==> config.mk <==
export PLATFORM = sky130hd
export DESIGN_NAME = reset_sequencer_flat
export DESIGN_NICKNAME = d
export VERILOG_FILES = /design/src/rtl/reset_seq_pkg.sv /design/src/rtl/reset_sequencer_if.sv /design/src/rtl/reset_prio_enc.sv /design/src/rtl/reset_sequencer.sv /design/src/flat_wrapper.sv
export SDC_FILE = /design/constraint.sdc
export NUM_CORES = 1
export LEC_CHECK = 0
export CAP_MARGIN = 20
export CORE_ASPECT_RATIO = 0.9
export CORE_MARGIN = 2
export CORE_UTILIZATION = 47
export CTS_CLUSTER_DIAMETER = 150
export DETAILED_ROUTE_END_ITERATION = 8
export HOLD_SLACK_MARGIN = 0.02
export PLACE_DENSITY = 0.76
export SLEW_MARGIN = 25
export SYNTH_ARGS = -nofsm -noshare
export SYNTH_HDL_FRONTEND = slang
export SYNTH_HIERARCHICAL = 1
export SYNTH_SLANG_ARGS = --single-unit
==> constraint.sdc <==
create_clock -name clk -period 2.9 [get_ports clk]
set_clock_uncertainty 0.2 [all_clocks]
set_input_delay 0.58 -clock clk [delete_from_list [all_inputs] [get_ports clk]]
set_output_delay 0.58 -clock clk [all_outputs]
set_load 0.02 [all_outputs]
==> src/rtl/reset_seq_pkg.sv <==
// Shared definitions for the reset sequencer: state encoding, default reset
// vector and the monitor request slot assignments.
package reset_seq_pkg;

  typedef logic [1:0] state_t;

  localparam state_t ST_IDLE   = 2'd0;
  localparam state_t ST_ASSERT = 2'd1;
  localparam state_t ST_WAIT   = 2'd2;

  localparam logic [15:0] RESET_HANDLER_DEF = 16'hFFFE;

  // Request slots; the lowest index wins when several monitors fire together.
  localparam int REQ_POR  = 0;
  localparam int REQ_ATOM = 1;
  localparam int REQ_KEY  = 2;
  localparam int REQ_DMA  = 3;

endpackage

==> src/rtl/reset_sequencer_if.sv <==
// Monitor-side bundle of the reset sequencer: request/PC inputs and the
// reset, status and cause outputs.
interface reset_sequencer_if #(
  parameter int NREQ = 4,
  parameter int IDW  = 2
);

  logic [15:0]     pc;
  logic [NREQ-1:0] req;
  logic            res;
  logic            busy;
  logic [NREQ-1:0] cause;
  logic [IDW-1:0]  first_id;
  logic            timeout;
  logic [7:0]      rst_count;

  modport master (
    output pc, req,
    input  res, busy, cause, first_id, timeout, rst_count
  );

  modport slave (
    input  pc, req,
    output res, busy, cause, first_id, timeout, rst_count
  );

endinterface

==> src/rtl/reset_prio_enc.sv <==
// Lowest-index-first priority encoder; returns 0 when no request is set.
module reset_prio_enc #(
  parameter int NREQ = 4,
  parameter int IDW  = 2
) (
  input  logic [NREQ-1:0] req_i,
  output logic [IDW-1:0]  id_o
);

  always_comb begin
    id_o = '0;
    for (int i = NREQ - 1; i >= 0; i--) begin
      if (req_i[i]) id_o = IDW'(i);
    end
  end

endmodule

==> src/rtl/reset_sequencer.sv <==
// Merges monitor violation requests into one core reset with a minimum hold,
// then waits for the reset-vector fetch and re-asserts if it never comes.
//
// state     | meaning
// ----------+-----------------------------------------------------------
// ST_IDLE   | core running, no episode open; cause/first_id/timeout held
// ST_ASSERT | res high; cnt counts down the remaining hold cycles
// ST_WAIT   | res low; cnt counts up until vector fetch or timeout
module reset_sequencer
  import reset_seq_pkg::*;
#(
  parameter int          NREQ          = 4,
  parameter int          HOLD_CYCLES   = 8,
  parameter int          WAIT_TIMEOUT  = 16,
  parameter logic [15:0] RESET_HANDLER = RESET_HANDLER_DEF,
  parameter int          IDW           = (NREQ > 1) ? $clog2(NREQ) : 1
) (
  input logic              clk,
  input logic              reset_n,
  reset_sequencer_if.slave bus
);

  localparam int CMAX = (HOLD_CYCLES > WAIT_TIMEOUT) ? HOLD_CYCLES : WAIT_TIMEOUT;
  localparam int CW   = $clog2(CMAX + 1);

  localparam logic [CW-1:0] HOLD_LD   = CW'(HOLD_CYCLES - 1);
  localparam logic [CW-1:0] WAIT_LAST = CW'(WAIT_TIMEOUT - 1);

  state_t          state_q, state_d;
  logic [CW-1:0]   cnt_q, cnt_d;
  logic [NREQ-1:0] cause_q, cause_d;
  logic [IDW-1:0]  first_id_q, first_id_d;
  logic            timeout_q, timeout_d;
  logic [7:0]      rst_count_q, rst_count_d;

  logic [IDW-1:0]  enc_id;
  logic            any_req;
  logic            vec_fetch;

  reset_prio_enc #(
    .NREQ (NREQ),
    .IDW  (IDW)
  ) u_prio_enc (
    .req_i (bus.req),
    .id_o  (enc_id)
  );

  assign any_req   = |bus.req;
  assign vec_fetch = (bus.pc == RESET_HANDLER);

  always_comb begin
    state_d     = state_q;
    cnt_d       = cnt_q;
    cause_d     = cause_q;
    first_id_d  = first_id_q;
    timeout_d   = timeout_q;
    rst_count_d = rst_count_q;

    case (state_q)
      ST_IDLE: begin
        if (any_req) begin
          state_d    = ST_ASSERT;
          cnt_d      = HOLD_LD;
          cause_d    = bus.req;
          first_id_d = enc_id;
          timeout_d  = 1'b0;
          if (rst_count_q != 8'hFF) rst_count_d = rst_count_q + 8'd1;
        end
      end

      ST_ASSERT: begin
        if (any_req) begin
          cause_d = cause_q | bus.req;
          cnt_d   = HOLD_LD;
        end else if (cnt_q == '0) begin
          state_d = ST_WAIT;
          cnt_d   = '0;
        end else begin
          cnt_d = cnt_q - 1'b1;
        end
      end

      ST_WAIT: begin
        // A fresh request outranks a vector fetch seen in the same cycle.
        if (any_req) begin
          state_d = ST_ASSERT;
          cause_d = cause_q | bus.req;
          cnt_d   = HOLD_LD;
        end else if (vec_fetch) begin
          state_d = ST_IDLE;
          cnt_d   = '0;
        end else if (cnt_q == WAIT_LAST) begin
          state_d   = ST_ASSERT;
          timeout_d = 1'b1;
          cnt_d     = HOLD_LD;
        end else begin
          cnt_d = cnt_q + 1'b1;
        end
      end

      default: begin
        state_d = ST_ASSERT;
        cnt_d   = HOLD_LD;
      end
    endcase
  end

  // Power-on is itself an episode, but it is not counted in rst_count.
  always_ff @(posedge clk or negedge reset_n) begin
    if (!reset_n) begin
      state_q     <= ST_ASSERT;
      cnt_q       <= HOLD_LD;
      cause_q     <= '0;
      first_id_q  <= '0;
      timeout_q   <= 1'b0;
      rst_count_q <= 8'd0;
    end else begin
      state_q     <= state_d;
      cnt_q       <= cnt_d;
      cause_q     <= cause_d;
      first_id_q  <= first_id_d;
      timeout_q   <= timeout_d;
      rst_count_q <= rst_count_d;
    end
  end

  assign bus.res       = (state_q == ST_ASSERT);
  assign bus.busy      = (state_q != ST_IDLE);
  assign bus.cause     = cause_q;
  assign bus.first_id  = first_id_q;
  assign bus.timeout   = timeout_q;
  assign bus.rst_count = rst_count_q;

endmodule

==> src/flat_wrapper.sv <==
// flat-port wrapper written by rule: the top's interface ports become plain ports
module reset_sequencer_flat import reset_seq_pkg::*;
#(
  parameter int          NREQ          = 4,
  parameter int          HOLD_CYCLES   = 8,
  parameter int          WAIT_TIMEOUT  = 16,
  parameter logic [15:0] RESET_HANDLER = RESET_HANDLER_DEF,
  parameter int          IDW           = (NREQ > 1) ? $clog2(NREQ) : 1
)
  (clk, reset_n, bus_pc, bus_req, bus_res, bus_busy, bus_cause, bus_first_id, bus_timeout, bus_rst_count);
  reset_sequencer_if #(.NREQ(NREQ), .IDW(IDW)) bus_i ();
  input logic clk;
  input logic reset_n;
  input wire logic [$bits(bus_i.pc)-1:0] bus_pc;
  input wire logic [$bits(bus_i.req)-1:0] bus_req;
  output wire logic [$bits(bus_i.res)-1:0] bus_res;
  output wire logic [$bits(bus_i.busy)-1:0] bus_busy;
  output wire logic [$bits(bus_i.cause)-1:0] bus_cause;
  output wire logic [$bits(bus_i.first_id)-1:0] bus_first_id;
  output wire logic [$bits(bus_i.timeout)-1:0] bus_timeout;
  output wire logic [$bits(bus_i.rst_count)-1:0] bus_rst_count;
  assign bus_i.pc = bus_pc;
  assign bus_i.req = bus_req;
  assign bus_res = bus_i.res;
  assign bus_busy = bus_i.busy;
  assign bus_cause = bus_i.cause;
  assign bus_first_id = bus_i.first_id;
  assign bus_timeout = bus_i.timeout;
  assign bus_rst_count = bus_i.rst_count;
  reset_sequencer #(.NREQ(NREQ), .HOLD_CYCLES(HOLD_CYCLES), .WAIT_TIMEOUT(WAIT_TIMEOUT), .RESET_HANDLER(RESET_HANDLER), .IDW(IDW)) u_core (.clk(clk), .reset_n(reset_n), .bus(bus_i));
endmodule
==> impl_metrics.ini, run 1 <==
[detailed_routing]
vias = 1315
drc = 0
post_drt_wl_per_cell_um = 16.4
ant_nets = 0
drtIter0Drc = 92
vias_per_cell = 5.87
wl_um = 3670
drt_first_pass_iters = 4

[logic_synthesis]
ys.flop_type = dfrtp_1
synth_nets = 169
syn_area_um2 = 1360
synth_top_area_frac = 0.331
synthTopCellsByArea = dfrtp_1 (33%), dfstp_2 (7.7%), ha_1 (6.4%)
synth_top_area_cell = dfrtp_1
synth_edf_count = 0
netlist_instances = 140
synth_area_per_cell_um2 = 9.73
ys_warn_count = 6
synth_seq_area_share = 0.408
ys_types = 40
synthArstFlopShare = 1.00
synth_seq_cells = 22

[power_and_ir_drop]
p_leak_nw = 0.767
vdd_drop_max_mv = 0.610
power.density_nw_per_um2 = 943

[global_route]
grt_pass1_wl_um = 5750
grt_pass1_vias = 1198
grt_max_degree = 23
grt_overflow_total = 0
grt_usage = 0.234
antenna_found_initial = 0

[floorplanning]
io_pins = 39
dieHeight_um = 55.1
rows = 18
dieArea_um2 = 3350
initial_utilization = 0.496
die-width_um = 60.8
core_area_um2 = 2750

[timing]
whs_ns = 0.316
hold_viol = 0
final_max_slew_viol_count = 0
grt_setup_unrepaired = no
timing.setup.tns_ns = 0
max_slew.worst_pin.slew_ns = 0.515
fmax_ghz = 0.365
period_minus_slack_ns = 2.74
fin_crit_sh = 0.945
relSlewSlack = 0.655
finalSetupViolations = 0

[critical_path]
start_kind = flip-flop
crit_type = flip-flop to output pin
required_ns = 2.12
crit_path_max_fanout = 4
arrival_ns = 1.96
r2r_slack_ns = 0.55
critPathCaptureType = output pin

[layout]
fill_cells = 237
syn_to_final_growth_pct = 38.1
nNetsFinal = 214
drive_gt1_frac = 0.136
antenna_cells = 0

[cts]
cts_resized = 0
cts_max_path_buffers = 2
postCtsSetupBuffers = 0
numCtsBuffers = 3
cts_sinks = 22
holdBufCountCts = 0
cts_tree = yes
cts_root_buffer = clkbuf_4
htreeDepth = 1
clk_latency_ns = 0.32
clk_pin_slew_ns = 0.14

[flow_run]
cap_violations = 0

[placed_design]
dp_hpwl_um = 2770
io_buffers = 38
gp_congestion = 0.932

[run_status]
status = complete, no violations

[hold_path]
hp-class = flip-flop to flip-flop
[placed cells by master (no fill, tap or decap), types with 5 or more instances in the layout]
master            n
nor2_1            7
nand3_1           6
ha_1              7
nand4_1           7
dfrtp_1          18
o22a_1            5
nand2_1          14
xnor2_1           7
o21ai_0           6
inv_1             8
buf_4             8
clkdlybuf4s50_1  38
[worst max-delay path, stage by stage (launching register included)]
cell and delay [ns]:
dfstp_2 0.58, inv_1 0.07, ha_1 0.23, inv_1 0.14
clkdlybuf4s50_1 0.62
[area by class of cell]
type	instances	area (um^2)	area share
multi-input combinational	104	753	0.400
clock buffer	3	22.5	0.0120
timing repair buffer	46	440	0.234
inverter	8	30.0	0.0160
tap	40	50.0	0.0266
clock inverter	1	30.0	0.0160
sequential	22	556	0.295
[layer usage]
metal	track usage	routed length, um
met3	0.0465	275
met1	0.337	1610
met4	0.0688	29
met2	0.357	1750
met5	0	0
[cells in the mapped netlist, types with 2 or more instances]
master,count
a21boi_0,2
a21o_1,2
a21oi_1,4
a2bb2oi_1,3
a31oi_1,2
a41oi_1,3
clkbuf_1,5
dfrtp_1,18
dfstp_2,4
ha_1,7
inv_1,8
mux2_2,2
nand2_1,14
nand3_1,6
nand4_1,7
nor2_1,7
nor3_1,4
o21ai_0,6
o22a_1,5
o22ai_1,2
o32a_1,2
or4_1,2
xnor2_1,7
xor2_1,2
[cells by family after synthesis]
| logic type | synth area share |
|---|---|
| multiplexers | 0.0441 |
| AND/OR/NAND/NOR | 0.167 |
| AO/OA/AOI/OAI | 0.219 |
| flip-flops | 0.408 |
| adder cells (fa/ha/maj) | 0.0643 |
| XOR/XNOR | 0.0579 |
| buffers and inverters | 0.0395 |
[registers in the layout, indices dropped and copies added (netlist names)]
| register | cells |
|---|---|
| u_core/bus.rst_count | 8 |
| u_core/cnt_q | 5 |
| u_core/bus.cause | 4 |
| u_core/bus.first_id | 2 |
| u_core/state_q | 2 |
| u_core/bus.timeout | 1 |
[report_power, final]
part / internal [mW] / leakage (nW) / switching, mW
registers: 0.426 / 0.260 / 0.111
logic: 0.467 / 0.479 / 0.529
clock network: 0.140 / 0.0279 / 0.103
[worst paths after layout]
kind / startpoint / endpoint / cells past startpoint
max: u_core/state_q[0]$_DFFE_PN1P_ / bus_busy / 4
min reg2reg: u_core/bus.rst_count[5]$_DFFE_PN0P_ / u_core/bus.rst_count[5]$_DFFE_PN0P_ / 1
max in group asynchronous: reset_n / u_core/cnt_q[2]$_DFFE_PN1P_ / 2
min: u_core/bus.rst_count[5]$_DFFE_PN0P_ / u_core/bus.rst_count[5]$_DFFE_PN0P_ / 1
max reg2reg: u_core/state_q[1]$_DFFE_PN0P_ / u_core/bus.rst_count[5]$_DFFE_PN0P_ / 7
min in group asynchronous: reset_n / u_core/cnt_q[3]$_DFFE_PN0P_ / 2
[per-stage QoR]
stage	area, um^2	power, mW	instances	utilization	setup slack, ns
finish	1880	1.77	224	0.685	0.160
global route	1880	1.89	224	0.685	0.0863
CTS	1880	1.77	224	0.685	0.159
detailed placement	1830	1.52	220	0.666	0.187
global placement	1830	1.49	220	0.666	0.240
floorplan	1360	1.16	140	-	0.720
Power figures use the tool's default switching activity.
==> inputs of run 2 (changes only) <==
- CAP_MARGIN: 20 -> default
- GPL_TIMING_DRIVEN: default -> 1
==> results of run 2 <==
Same layout as run 1: the final DEF is identical, and so are final timing and power.
